## src/rtl/maze_pkg.sv

```systemverilog
// Shared key codes, state/winner encodings and the classic 10x10 layout
// for the capture-the-flag maze engine.
package maze_pkg;

    localparam logic [7:0] KEY_P1_UP    = 8'h75;
    localparam logic [7:0] KEY_P1_DOWN  = 8'h72;
    localparam logic [7:0] KEY_P1_LEFT  = 8'h6B;
    localparam logic [7:0] KEY_P1_RIGHT = 8'h74;
    localparam logic [7:0] KEY_P2_UP    = 8'h1D;
    localparam logic [7:0] KEY_P2_DOWN  = 8'h1B;
    localparam logic [7:0] KEY_P2_LEFT  = 8'h1C;
    localparam logic [7:0] KEY_P2_RIGHT = 8'h23;
    localparam logic [7:0] KEY_START    = 8'h29;

    typedef enum logic [1:0] {
        ST_IDLE = 2'b00,
        ST_PLAY = 2'b01,
        ST_WIN  = 2'b10
    } game_state_e;

    typedef enum logic [2:0] {
        DIR_NONE  = 3'd0,
        DIR_UP    = 3'd1,
        DIR_DOWN  = 3'd2,
        DIR_LEFT  = 3'd3,
        DIR_RIGHT = 3'd4
    } dir_e;

    localparam logic [1:0] WIN_NONE = 2'b00;
    localparam logic [1:0] WIN_P1   = 2'b01;
    localparam logic [1:0] WIN_P2   = 2'b10;

    // Rows are written as drawn (cell 0 leftmost); flip so that bit x = cell x.
    function automatic logic [9:0] row_from_text(input logic [9:0] drawn);
        logic [9:0] cells;
        cells = 10'd0;
        for (int x = 0; x < 10; x++) begin
            cells[x] = drawn[9 - x];
        end
        return cells;
    endfunction

    localparam logic [99:0] DEFAULT_MAZE_10 = {
        row_from_text(10'b0100010000),
        row_from_text(10'b0101010010),
        row_from_text(10'b0001000110),
        row_from_text(10'b1111110010),
        row_from_text(10'b0000000010),
        row_from_text(10'b0011101000),
        row_from_text(10'b1000101110),
        row_from_text(10'b1110101010),
        row_from_text(10'b0000100010),
        row_from_text(10'b0010101010)
    };

endpackage

```

## src/rtl/maze_game_engine_move_cooldown.sv

```systemverilog
// Per-player move lockout: after an accepted move the player stays busy
// for MOVE_DIV-1 further cycles.
module move_cooldown #(
    parameter int MOVE_DIV = 6750000
) (
    input  logic clk,
    input  logic reset,
    input  logic load,
    output logic busy
);

    localparam int CNT_W = (MOVE_DIV > 1) ? $clog2(MOVE_DIV) : 1;
    localparam logic [CNT_W-1:0] RELOAD = CNT_W'(MOVE_DIV - 1);

    logic [CNT_W-1:0] r_count;

    // Reload on accept, otherwise count down to zero and hold.
    always_ff @(posedge clk) begin
        if (!reset) begin
            r_count <= CNT_W'(0);
        end else if (load) begin
            r_count <= RELOAD;
        end else if (r_count != CNT_W'(0)) begin
            r_count <= r_count - CNT_W'(1);
        end else begin
            r_count <= r_count;
        end
    end

    assign busy = (r_count != CNT_W'(0));

endmodule

```

## src/rtl/maze_game_engine.sv

```systemverilog
// Two-player capture-the-flag engine: maze store, player positions,
// move validation with cooldown, and the IDLE/PLAY/WIN game FSM.
module maze_game_engine
    import maze_pkg::*;
#(
    parameter int              N         = 10,
    parameter int              CW        = 4,
    parameter int              MOVE_DIV  = 6750000,
    parameter int              SCORE_W   = 4,
    parameter logic [N*N-1:0]  MAZE_INIT = '0
) (
    input  logic               clk,
    input  logic               reset,
    input  logic [7:0]         key_code,
    input  logic               key_valid,
    input  logic               maze_we,
    input  logic [CW-1:0]      maze_waddr,
    input  logic [N-1:0]       maze_wdata,
    input  logic [CW-1:0]      row_sel,
    output logic [N-1:0]       row_data,
    output logic [CW-1:0]      p1_x,
    output logic [CW-1:0]      p1_y,
    output logic [CW-1:0]      p2_x,
    output logic [CW-1:0]      p2_y,
    output logic [1:0]         game_state,
    output logic [1:0]         winner,
    output logic [SCORE_W-1:0] score1,
    output logic [SCORE_W-1:0] score2,
    output logic [1:0]         move_ack
);

    localparam logic [CW-1:0] LAST = CW'(N - 1);

    logic [N-1:0]       r_maze [N];
    logic [CW-1:0]      r_p1_x, r_p1_y, r_p2_x, r_p2_y;
    game_state_e        r_state;
    logic [1:0]         r_winner;
    logic [SCORE_W-1:0] r_score1, r_score2;
    logic [1:0]         r_move_ack;

    dir_e          w_dir;
    logic          w_is_p2, w_start;
    logic [CW-1:0] w_cur_x, w_cur_y, w_oth_x, w_oth_y, w_tgt_x, w_tgt_y;
    logic          w_in_grid, w_wall, w_occupied, w_busy_sel, w_accept, w_capture;
    logic [N-1:0]  w_tgt_row;
    logic          w_busy1, w_busy2, w_load1, w_load2;

    // Decode the scan code into a mover, a direction, or a start request.
    always_comb begin
        w_dir   = DIR_NONE;
        w_is_p2 = 1'b0;
        w_start = 1'b0;
        if (key_valid) begin
            case (key_code)
                KEY_P1_UP:    w_dir = DIR_UP;
                KEY_P1_DOWN:  w_dir = DIR_DOWN;
                KEY_P1_LEFT:  w_dir = DIR_LEFT;
                KEY_P1_RIGHT: w_dir = DIR_RIGHT;
                KEY_P2_UP:    begin w_dir = DIR_UP;    w_is_p2 = 1'b1; end
                KEY_P2_DOWN:  begin w_dir = DIR_DOWN;  w_is_p2 = 1'b1; end
                KEY_P2_LEFT:  begin w_dir = DIR_LEFT;  w_is_p2 = 1'b1; end
                KEY_P2_RIGHT: begin w_dir = DIR_RIGHT; w_is_p2 = 1'b1; end
                KEY_START:    w_start = 1'b1;
                default:      w_dir = DIR_NONE;
            endcase
        end else begin
            w_start = 1'b0;
        end
    end

    // Target cell of the requested move; edges never wrap.
    always_comb begin
        w_cur_x   = w_is_p2 ? r_p2_x : r_p1_x;
        w_cur_y   = w_is_p2 ? r_p2_y : r_p1_y;
        w_oth_x   = w_is_p2 ? r_p1_x : r_p2_x;
        w_oth_y   = w_is_p2 ? r_p1_y : r_p2_y;
        w_tgt_x   = w_cur_x;
        w_tgt_y   = w_cur_y;
        w_in_grid = 1'b0;
        case (w_dir)
            DIR_UP:    begin w_in_grid = (w_cur_y != CW'(0)); w_tgt_y = w_cur_y - CW'(1); end
            DIR_DOWN:  begin w_in_grid = (w_cur_y != LAST);   w_tgt_y = w_cur_y + CW'(1); end
            DIR_LEFT:  begin w_in_grid = (w_cur_x != CW'(0)); w_tgt_x = w_cur_x - CW'(1); end
            DIR_RIGHT: begin w_in_grid = (w_cur_x != LAST);   w_tgt_x = w_cur_x + CW'(1); end
            default:   w_in_grid = 1'b0;
        endcase
    end

    // Wall bit of the target cell and the renderer's row read.
    always_comb begin
        w_tgt_row = {N{1'b0}};
        w_wall    = 1'b0;
        row_data  = {N{1'b0}};
        for (int y = 0; y < N; y++) begin
            w_tgt_row = (w_tgt_y == CW'(y)) ? r_maze[y] : w_tgt_row;
            row_data  = (row_sel == CW'(y)) ? r_maze[y] : row_data;
        end
        for (int x = 0; x < N; x++) begin
            w_wall = (w_tgt_x == CW'(x)) ? w_tgt_row[x] : w_wall;
        end
    end

    assign w_occupied = (w_tgt_x == w_oth_x) && (w_tgt_y == w_oth_y);
    assign w_busy_sel = w_is_p2 ? w_busy2 : w_busy1;
    assign w_accept   = (r_state == ST_PLAY) && (w_dir != DIR_NONE) && w_in_grid &&
                        !w_wall && !w_occupied && !w_busy_sel;
    assign w_capture  = w_is_p2 ? ((w_tgt_x == CW'(0)) && (w_tgt_y == CW'(0)))
                                : ((w_tgt_x == LAST) && (w_tgt_y == LAST));
    assign w_load1    = w_accept && !w_is_p2;
    assign w_load2    = w_accept && w_is_p2;

    move_cooldown #(.MOVE_DIV(MOVE_DIV)) u_cd_p1 (
        .clk(clk), .reset(reset), .load(w_load1), .busy(w_busy1)
    );
    move_cooldown #(.MOVE_DIV(MOVE_DIV)) u_cd_p2 (
        .clk(clk), .reset(reset), .load(w_load2), .busy(w_busy2)
    );

    // Game FSM with maze store, positions, scores and move acknowledge.
    always_ff @(posedge clk) begin
        if (!reset) begin
            for (int y = 0; y < N; y++) begin
                r_maze[y] <= MAZE_INIT[y*N +: N];
            end
            r_p1_x     <= CW'(0);
            r_p1_y     <= CW'(0);
            r_p2_x     <= LAST;
            r_p2_y     <= LAST;
            r_state    <= ST_IDLE;
            r_winner   <= WIN_NONE;
            r_score1   <= SCORE_W'(0);
            r_score2   <= SCORE_W'(0);
            r_move_ack <= 2'b00;
        end else begin
            r_move_ack <= 2'b00;
            case (r_state)
                ST_IDLE: begin
                    for (int y = 0; y < N; y++) begin
                        if (maze_we && (maze_waddr == CW'(y))) begin
                            r_maze[y] <= maze_wdata;
                        end
                    end
                    if (w_start) begin
                        r_state <= ST_PLAY;
                        r_p1_x  <= CW'(0);
                        r_p1_y  <= CW'(0);
                        r_p2_x  <= LAST;
                        r_p2_y  <= LAST;
                    end
                end
                ST_PLAY: begin
                    if (w_accept) begin
                        if (w_is_p2) begin
                            r_p2_x     <= w_tgt_x;
                            r_p2_y     <= w_tgt_y;
                            r_move_ack <= 2'b10;
                        end else begin
                            r_p1_x     <= w_tgt_x;
                            r_p1_y     <= w_tgt_y;
                            r_move_ack <= 2'b01;
                        end
                        if (w_capture) begin
                            r_state <= ST_WIN;
                            if (w_is_p2) begin
                                r_winner <= WIN_P2;
                                r_score2 <= (&r_score2) ? r_score2 : r_score2 + SCORE_W'(1);
                            end else begin
                                r_winner <= WIN_P1;
                                r_score1 <= (&r_score1) ? r_score1 : r_score1 + SCORE_W'(1);
                            end
                        end
                    end
                end
                ST_WIN: begin
                    if (w_start) begin
                        r_state  <= ST_PLAY;
                        r_winner <= WIN_NONE;
                        r_p1_x   <= CW'(0);
                        r_p1_y   <= CW'(0);
                        r_p2_x   <= LAST;
                        r_p2_y   <= LAST;
                    end
                end
                default: r_state <= ST_IDLE;
            endcase
        end
    end

    assign p1_x       = r_p1_x;
    assign p1_y       = r_p1_y;
    assign p2_x       = r_p2_x;
    assign p2_y       = r_p2_y;
    assign game_state = r_state;
    assign winner     = r_winner;
    assign score1     = r_score1;
    assign score2     = r_score2;
    assign move_ack   = r_move_ack;

endmodule

```

## config.mk

```make
export PLATFORM = sky130hd
export DESIGN_NAME = maze_game_engine
export DESIGN_NICKNAME = d
export VERILOG_FILES = /design/src/rtl/maze_pkg.sv /design/src/rtl/maze_game_engine_move_cooldown.sv /design/src/rtl/maze_game_engine.sv
export SDC_FILE = /design/constraint.sdc
export NUM_CORES = 1
export LEC_CHECK = 0
export ABC_AREA = 0
export CAP_MARGIN = 20
export CELL_PAD_IN_SITES_DETAIL_PLACEMENT = 1
export CELL_PAD_IN_SITES_GLOBAL_PLACEMENT = 2
export CORE_MARGIN = 3
export CORE_UTILIZATION = 38
export CTS_BUF_LIST = sky130_fd_sc_hd__clkbuf_8 sky130_fd_sc_hd__clkbuf_16
export DETAILED_ROUTE_END_ITERATION = 12
export PLACE_DENSITY = 0.85
export SLEW_MARGIN = 25
export SYNTH_ARGS = -nofsm -noshare
export SYNTH_HDL_FRONTEND = slang
export SYNTH_SLANG_ARGS = --single-unit
```

## constraint.sdc

```tcl
create_clock -name clk -period 6.8 [get_ports clk]
set_input_delay 1.36 -clock clk [delete_from_list [all_inputs] [get_ports clk]]
set_output_delay 1.36 -clock clk [all_outputs]
set_load 0.05 [all_outputs]
```

==> impl_results.md <==
- CTS sink count: 176
- Final hold violations: 0
- Die area: 29960 sq um
- Ratio of cells with drive above 1 in the final layout: 13.39%
- Leakage power: 4.758 nW
- Number of global-route vias before repair: 9778
- CP endpoint kind: flip-flop
- Fin crit share: 94.44%
- Setup violators final: 0
- Crit Path Class: in2reg
- Cell area after synthesis: 10610 sq um
- Worst path max stage delay: 0.56 ns
- Pre-antenna DRT Iters: 8
- Antenna cells: 0
- Most Crowded Layer GR: met2
- Reg2reg end: score1[0]$_SDFFE_PN0P_
- Max Root-Sink Buffers: 2
- RD Place Congestion: 0.9787
- Detailed Place HPWL: 28460 um
- Dpl ws: -0.03510 ns
- Hold_buf cts: 0
- Final hold slack: 0.4867 ns
- Layout Cells excl Fill: 1612
- Drt drc: 0
- M2 GR Usage: 40.87%
- Slew HR: 37.97%
- Commonest non-fill, non-tap cells in the layout: nand2_1, and2_1, edfxtp_1
- Most common cell after layout, fill and taps aside: nand2_1
- Routed len/inst: 23.75 um
- Initial core utilization: 39.04%
- Crit path max fanout: 14
- Cells after DPL: 1580
- Worst r2r path cells: 15
- R2R Path Start: p2_y[0]$_SDFFE_PN1P_
- Initial antenna violation count: 0
- Final Max Slew Viols: 0
- Post_cts resized: 0
- Post-CTS setup buffers: 0
- Min cycle time layout: 6.422 ns
- Final ANT Viol Nets: 0
- Die Y: 173.1 um
- Fin Clk Skew: 0.02386 ns
- Vias post-DR: 9735
- Critical Path AT: 6.75 ns
- RSZ-0062 raised after global routing: false
- Synth area leader: edfxtp_1
- Ys async rst share: 0%
- Htree depth: 4
- Die X-Extent: 173.1 um
- Clk slew on worst S/H paths: 0.08 ns
- Max Clock Freq: 155.7 MHz
- Syn_nets: 1158
- Via/cell ratio: 6.039
- Largest net degree at the start of global routing: 47
- Clk_lat worst skew: 0.46 ns
- Main synth FF type: edfxtp_1
- EDFF count, synth: 100
- Grt met1 use: 33.48%
- Synth-to-layout area growth: 19.55%
- GR Util met3: 5.336%
- Grt total ovfl: 0
- Worst setup path endpoint: score1[0]$_SDFFE_PN0P_
- Worst path required time: 7.13 ns
- First-pass GRT wire length: 58890 um
- Worst Tran Pin Value: 0.9242 ns
- Setup TNS: 0 ns
- 1st-iter DRT viols: 999
- Register area share after synthesis: 42.64%
- TritonCTS buffer count: 17
- TritonCTS clock tree: done
- Final nets: 1267
- Fraction of post-synthesis cell area in the top cell type by area: 28.30%
- Seq cells post-synth: 176
- Pwr/cell area: 266.9 nW/um^2
- CP max stage cell: or4_4
- Max_cap viols: 0
- Fin worst setup slack: 0.3783 ns
- Critical-path cell list: clkdlybuf4s50_1 > buf_4 > nor3b_1 > o211a_1 > nor2_2 > mux2i_1 > inv_1 > ha_1 > a21oi_1 > o31ai_1 > or4b_4 > and3_4 > o211ai_2 > buf_4 > a32oi_1 > o221a_1 > o21a_1 > or4_4 > o2bb2ai_2 > nand3_1 > mux2i_1
- Mapped Cells: 1118
- Clk Tree Root Cell: clkbuf_16
- Peak supply drop: 0.1547 mV
- Port bufs: 69
- Ranking of synthesized cells by area: edfxtp_1, dfxtp_1, and2_1
- I/O Pins: 70
- Drt total wl: 38290 um
- Post-synth cell types: 93
- Synth Warn #: 0
- Mapped Avg Cell Area: 9.490 sq um
- Worst Setup SP: key_code[3]
- Hold crit path type: reg2reg
- Row count: 60
- Core area: 27180 sq um
- R2R setup slack: 1.63 ns
- Global-route usage over all layers: 25.03%
- Worst setup SP type: input port
- Outcome: completed
- Overall Power: 0.003386 W
==> synthesized netlist by cell type (22+ instances only) <==
| master | number |
|---|---|
| dfxtp_1 | 76 |
| edfxtp_1 | 100 |
| nor2_1 | 66 |
| a21oi_1 | 61 |
| o21ai_0 | 43 |
| nand2_1 | 109 |
| and2_1 | 106 |
| mux2i_1 | 38 |
| nor3_1 | 44 |
| inv_1 | 22 |
| clkbuf_1 | 30 |
| nand3_1 | 33 |
| xnor2_1 | 39 |
==> layer usage <==
layer	vias up	part of all wire [%]
met1	4875	43
met3	57	7.1
li1	4449	-
met2	354	47
met4	0	2.4
met5	-	0
==> report_power, final <==
group	switching [W]	internal, W
clock network	0.000535	0.000508
registers	0.000135	0.00126
logic	0.000542	0.000405
==> cell families (layout without fill, tap and decap cells) <==
kind of cell,after synthesis,in the layout,share of synthesized area [%]
simple gates,472,472,23.77
buf+inv,67,189,2.948
mux,53,53,5.731
flops,176,176,42.64
compound gates,290,290,19.46
fa+ha+maj,10,10,1.321
xor+xnor,50,50,4.127
==> worst min path at each step <==
stage / from / end / slack (ns) / cells after the start
final: u_cd_p2.r_count[22]$_SDFFE_PN0P_ / u_cd_p2.r_count[22]$_SDFFE_PN0P_ / 0.49 / 2
after global routing: u_cd_p2.r_count[22]$_SDFFE_PN0P_ / u_cd_p2.r_count[22]$_SDFFE_PN0P_ / 0.52 / 2
after CTS: u_cd_p2.r_count[22]$_SDFFE_PN0P_ / u_cd_p2.r_count[22]$_SDFFE_PN0P_ / 0.49 / 2
after detailed placement: u_cd_p2.r_count[22]$_SDFFE_PN0P_ / u_cd_p2.r_count[22]$_SDFFE_PN0P_ / 0.48 / 2
after global placement: u_cd_p2.r_count[22]$_SDFFE_PN0P_ / u_cd_p2.r_count[22]$_SDFFE_PN0P_ / 0.47 / 2
after floorplan: u_cd_p1.r_count[22]$_SDFFE_PN0P_ / u_cd_p1.r_count[22]$_SDFFE_PN0P_ / 0.45 / 2
==> worst max-delay path: cells and delay by family <==
family	cells	cell delay (ns)
adder cells (fa/ha/maj)	1	0.33
buffers and inverters	4	0.92
AND/OR/NAND/NOR	6	1.94
AO/OA/AOI/OAI	8	1.79
multiplexers	2	0.40
==> state kept, by name, indices dropped and copies added (netlist names) <==
| name | count |
|---|---|
| u_cd_p1.r_count | 23 |
| p1_y | 4 |
| score2 | 4 |
| move_ack | 2 |
| r_maze | 100 |
| u_cd_p2.r_count | 23 |
| game_state | 2 |
| score1 | 4 |
| winner | 2 |
| p2_y | 4 |
| p1_x | 4 |
| p2_x | 4 |
==> cell type report <==
cell class / instances / area, sq um
Multi-Input combinational cell: 875 / 5786
Timing Repair Buffer: 135 / 1211
Tap cell: 372 / 465.4
Inverter: 22 / 82.58
Sequential cell: 176 / 4524
Clock inverter: 15 / 190.2
Clock buffer: 17 / 425.4
Fill cell: 3116 / 14490
==> per-stage QoR <==
stage	instance area [sq um]	utilization (%)
after CTS	12670	46.64
final	12680	46.68
after floorplan	10610	-
after global placement	12060	44.37
after detailed placement	12060	44.37
after global routing	12680	46.68
Note: power is estimated with default switching activity, not from simulation.
==> variant 1: new RTL, same flow settings <==
`MOVE_DIV` is set to 6750000 in 2 places; all go to 1687500.
--- a/src/rtl/maze_game_engine_move_cooldown.sv
+++ b/src/rtl/maze_game_engine_move_cooldown.sv
@@ -1,7 +1,7 @@
 // Per-player move lockout: after an accepted move the player stays busy
 // for MOVE_DIV-1 further cycles.
 module move_cooldown #(
-    parameter int MOVE_DIV = 6750000
+    parameter int MOVE_DIV = 1687500
 ) (
     input  logic clk,
     input  logic reset,
--- a/src/rtl/maze_game_engine.sv
+++ b/src/rtl/maze_game_engine.sv
@@ -5,7 +5,7 @@
 #(
     parameter int              N         = 10,
     parameter int              CW        = 4,
-    parameter int              MOVE_DIV  = 6750000,
+    parameter int              MOVE_DIV  = 1687500,
     parameter int              SCORE_W   = 4,
     parameter logic [N*N-1:0]  MAZE_INIT = '0
 ) (
Formal check against the unedited RTL: no difference found for any inputs over 4 cycles, from zero or initial values and one cycle with reset low; that may be too few to reach the edited logic, so the function may still have changed.
==> variant 1 against the unedited design <==
  * Design area down 1.6%
  * Register-to-register slack improved by 150 ps
  * Setup slack lost 67 ps
  * Clock power fell by 4%
  * Critical path depth down 3
  * Area after synthesis decreased by 1.5%
  * Worst hold slack got worse by 7.2 ps
  * Sequential cell count is 4 lower
  * Non-clock buffer count up 5
  * Power is 7.8% lower
  * Wire length grew 0.94%
  * Sequential share of layout area is 0.051 points lower
  * Die area decreased by 1.5%
  * Critical path type unchanged
  * Critical endpoint is now score2[3]
  * Largest power group unchanged
==> variant 1: results (changes against the unedited design) <==
Placement:
- The weighted congestion reported at the end of routability-driven placement is 0.9672 (was 0.9787).
- The area of placed instances is 11,860 um2 (was 12,060 um2).
- The detailed placer's ending HPWL is 28.21 mm (was 28.46 mm).

Global route:
- The first-pass GRT wire length was 59.39 mm (was 58.89 mm).
- The pin count of the biggest net entering global routing is 46 (was 47).
- The met3 usage in global routing was 3.884% (was 5.336%).
- The global-route usage over all layers is 26.28% (was 25.03%).
- The met2 capacity usage during global routing is 44.01% (was 40.87%).
- The via count of the first global-routing pass is 10,180 (was 9,778).

Timing:
- The actual slew at the worst max-slew pin came to 909.2 ps (was 924.2 ps).
- The final clock period utilization by the worst path is 95.42% (was 94.44%).

Logic synthesis:
- Area contributors post-synth: edfxtp_1 (29%), dfxtp_1 (14%), and2_1 (6.2%), a21oi_1 (3.9%), xnor2_1 (3.2%) (was edfxtp_1 (28%), dfxtp_1 (14%), and2_1 (6.3%), nand2_1 (3.9%), mux2i_1 (3.6%)).
- The sequential fraction of the synthesis area came to 42.53% (was 42.64%).
- The net count after synthesis is 1,155 (was 1,158).

Drt:
- The vias after detailed routing was 9,906 (was 9,735).
- The number of iterations in the first detailed-routing pass was 10 (was 8).
- The DRC violation total after the first TritonRoute iteration was 1,000 (was 999).

Layout:
- The number of nets in the layout is 1,259 (was 1,267).
- Largest registers ranked by flip-flop count: r_maze (100), u_cd_p1.r_count (21), u_cd_p2.r_count (21) (was r_maze (100), u_cd_p1.r_count (23), u_cd_p2.r_count (23)).
- The final-layout fill cell count is 3,075 (was 3,116).

Power and ir drop:
- The leakage power total was 4.521 nW (was 4.758 nW).
- The maximum VDD drop is 0.0001247 V (was 0.0001547 V).

Critical path:
- The slack of the worst reg-to-reg path is 1780 ps (was 1630 ps).
- The signal arrival time at the worst endpoint came to 6850 ps (was 6750 ps).
- The master of the slowest instance on the critical path is or4_1 (was or4_4).

Run status:
- Run status: finished clean (unchanged).
variant 1: cell types whose count changed after synthesis, sizes merged, moves of 14 or more:
| cell | unedited run | this run |
|---|---|---|
| a22oi | 11 | 29 |
| mux2i | 39 | 18 |
| nand2 | 109 | 80 |
| nor3 | 44 | 29 |
| o22ai | 11 | 25 |
| o31ai | 3 | 18 |
variant 1: worst max-delay path: cells and delay by family:
family / cells / cell delay [ps]
compound gates: 7 / 2030
xor+xnor: 1 / 190
fa+ha+maj: 1 / 230
buf+inv: 3 / 980
mux: 1 / 420
simple gates: 5 / 1640
variant 1: report_power, final:
group | internal (W) | leakage, nW | switching, W
clock network | 0.000542 | 0.301 | 0.000460
logic | 0.000338 | 2.56 | 0.000459
registers | 0.00122 | 1.66 | 0.000103
total | 0.00210 | 4.52 | 0.00102
variant 1: kinds of logic after synthesis:
| group | Yosys count | share of synthesized area (%) |
|---|---|---|
| AND/OR/NAND/NOR | 452 | 23.52 |
| flip-flops | 172 | 42.53 |
| XOR/XNOR | 56 | 4.873 |
| multiplexers | 25 | 2.861 |
| AO/OA/AOI/OAI | 316 | 21.35 |
| adder cells (fa/ha/maj) | 10 | 1.341 |
| buffers and inverters | 84 | 3.532 |
variant 1: metal layers:
layer | up-vias | part of all wire [%]
li1 | 4427 | -
met1 | 4903 | 41
met2 | 457 | 48
met3 | 119 | 7.1
met4 | 0 | 4.4
met5 | - | 0
variant 1: worst paths after layout:
check                                          from                   to  cells past startpoint
worst max-delay path                    key_code[4]            score2[3]                     18
worst min-delay path            u_cd_p1.r_count[20]  u_cd_p1.r_count[20]                      2
worst max register to register              p1_y[1]            score2[3]                     18
worst min register to register  u_cd_p1.r_count[20]  u_cd_p1.r_count[20]                      2
variant 1: final cells by class:
type | instances | share of cell area, %
Inverter | 29 | 0.8724
Clock buffer | 20 | 4.011
Clock inverter | 12 | 0.8122
Timing Repair Buffer | 140 | 9.847
Sequential cell | 172 | 35.62
Tap cell | 341 | 3.419
Multi-Input combinational cell | 859 | 45.42
variant 1: stage by stage:
step	utilization, %	instances	hold slack (ps)
final	46.17	1573	479.4
after global routing	46.17	1573	506.4
after CTS	46.09	1573	481.0
after detailed placement	43.87	1541	471.2
after global placement	43.87	1541	456.2
after floorplan	-	1115	446.6
variant 1: timing repair:
| action | CTS | global route |
|---|---|---|
| setup endpoints to repair | 0 | 37 |
| hold buffers | 0 | 0 |
| gates resized for setup | 0 | 3 |
==> variant 2: new RTL, config.mk and constraints unchanged <==
Made on the original files. Remove the case item `DIR_LEFT` of the case on `w_dir`.
--- a/src/rtl/maze_game_engine.sv
+++ b/src/rtl/maze_game_engine.sv
@@ -80,7 +80,6 @@
         case (w_dir)
             DIR_UP:    begin w_in_grid = (w_cur_y != CW'(0)); w_tgt_y = w_cur_y - CW'(1); end
             DIR_DOWN:  begin w_in_grid = (w_cur_y != LAST);   w_tgt_y = w_cur_y + CW'(1); end
-            DIR_LEFT:  begin w_in_grid = (w_cur_x != CW'(0)); w_tgt_x = w_cur_x - CW'(1); end
             DIR_RIGHT: begin w_in_grid = (w_cur_x != LAST);   w_tgt_x = w_cur_x + CW'(1); end
             default:   w_in_grid = 1'b0;
         endcase
Behaviour: not the same (a bounded check fails within 4 cycles, from zero or initial values and one cycle with reset low).
==> variant 2 against the unedited design <==
  * Critical endpoint is now p1_y[1]
  * Wire length fell by 9.8%
  * Sequential share of layout area grew 0.59 points
  * Fmax is 1.4% lower
  * Die area decreased by 0.73%
  * Largest cell class unchanged
  * Power fell by 1.4%
  * Setup slack lost 94 ps
  * Non-clock buffer count shrank 8
  * Clock skew is 5.8 ps lower
  * Design area fell by 1.6%
  * Global-route usage shrank 1.6 points
  * Area after synthesis down 0.75%
  * Sequential cell count unchanged
  * Critical path depth decreased by 3
  * Highest routed layer unchanged
==> variant 2: results (changes against the unedited design) <==
Layout:
- The number of cells in the finished layout apart from fillers is 1,582 (was 1,612).
- The share of final-layout standard cells stronger than drive strength 1 is 13.31% (was 13.39%).
- The number of nets in the layout is 1,235 (was 1,267).

Logic synthesis:
- The number of distinct library cells after synthesis came to 94 (was 93).
- The mean area per synthesized cell came to 9.512 um2 (was 9.490 um2).
- Area contributors post-synth: edfxtp_1 (29%), dfxtp_1 (14%), and2_1 (6.5%), nand2_1 (2.9%), xnor2_1 (2.8%) (was edfxtp_1 (28%), dfxtp_1 (14%), and2_1 (6.3%), nand2_1 (3.9%), mux2i_1 (3.6%)).
- The post-synthesis adder-cell area fraction is 1.022% (was 1.321%).
- The net count after synthesis is 1,145 (was 1,158).
- Ranking of synthesized cells by instance count: and2_1 (110), edfxtp_1 (100), nand2_1 (82), dfxtp_1 (76), nor2_1 (73) (was nand2_1 (109), and2_1 (106), edfxtp_1 (100), dfxtp_1 (76), nor2_1 (66)).
- The share of the synthesized netlist area taken by xor and xnor gates is 4.884% (was 4.127%).
- The post-synthesis mux area share came to 3.042% (was 5.731%).
- The complex-gate fraction of the synthesized area is 18.33% (was 19.46%).
- The dominant cell by count in the synthesized netlist was and2_1 (was nand2_1).

Critical path:
- The master of the slowest instance on the critical path is fa_1 (was or4_4).
- The cell type group with the largest total delay on the critical path is compound AO/OA/AOI/OAI gates (was simple AND/OR/NAND/NOR gates).
- The maximum fanout count along the critical path came to 12 (was 14).
- The stage delay of the slowest cell on the critical path is 830 ps (was 560 ps).

Timing:
- The actual slew at the worst max-slew pin is 850.2 ps (was 924.2 ps).
- The final clock skew is 18.02 ps (was 23.86 ps).

Global route:
- The via count of the first global-routing pass was 9,475 (was 9,778).
- The pin count of the biggest net entering global routing came to 52 (was 47).
- The first-pass GRT wire length came to 54.05 mm (was 58.89 mm).

Drt:
- The total detailed-routing wirelength is 34.53 mm (was 38.29 mm).
- The vias per cell is 5.882 (was 6.039).
- The number of iterations in the first detailed-routing pass is 5 (was 8).

CTS:
- The number of clock buffers inserted by TritonCTS is 17 (unchanged).

Placement:
- The detailed placer's ending HPWL is 26.02 mm (was 28.46 mm).
- The worst-case setup slack after placement was -124.9 ps (was -35.10 ps).
- The weighted congestion reported at the end of routability-driven placement is 0.8841 (was 0.9787).

Run status:
- Run status: finished clean (unchanged).

Power and ir drop:
- The leakage power total is 4.473 nW (was 4.758 nW).
[variant 2: final cells by class]
cell class / count / share of cell area (%)
well taps: 372 / 3.730
clock buffers: 19 / 3.720
flip-flops and latches: 176 / 36.26
clock inverters: 13 / 1.243
multi-input cells: 848 / 45.11
inverters: 27 / 0.8123
repair buffers: 127 / 9.126
[variant 2: where the power goes]
| part | total [W] | leakage, nW | internal [W] | switching [W] |
|---|---|---|---|---|
| clock network | 0.00104 | 0.309 | 0.000559 | 0.000479 |
| registers | 0.00137 | 1.70 | 0.00125 | 0.000117 |
| logic | 0.000929 | 2.47 | 0.000395 | 0.000534 |
| total | 0.00334 | 4.47 | 0.00221 | 0.00113 |
[variant 2: worst paths after layout]
path	endpoint	slack [ps]	from	cells past startpoint
max reg2reg	p1_y[1]	1960	p1_y[1]	14
min	u_cd_p1.r_count[3]	490	u_cd_p1.r_count[3]	2
max	p1_y[1]	280	key_code[6]	18
min reg2reg	u_cd_p1.r_count[3]	490	u_cd_p1.r_count[3]	2
[variant 2: metrics by stage]
step,hold WS [ps],cell area (um2)
after floorplan,461.5,10530
after global placement,472.8,11840
after detailed placement,485.4,11840
after CTS,498.8,12460
after global routing,528.7,12480
final,493.8,12480
[variant 2: kinds of logic (layout without fill, tap and decap cells)]
| logic type | after synthesis | after routing |
|---|---|---|
| AOI/OAI and AO/OA | 262 | 262 |
| adders and majority gates | 8 | 8 |
| DFF | 176 | 176 |
| buffers and inverters | 83 | 186 |
| muxes | 29 | 29 |
| and+or+nand+nor | 492 | 492 |
| xor gates and xnor gates | 57 | 57 |
[variant 2: per-layer routing]
metal | wire [um] | GRT usage, %
met4 | 551 | 5.901
met5 | 0 | 0
met3 | 1756 | 3.338
met2 | 16770 | 39.16
met1 | 15450 | 32.11
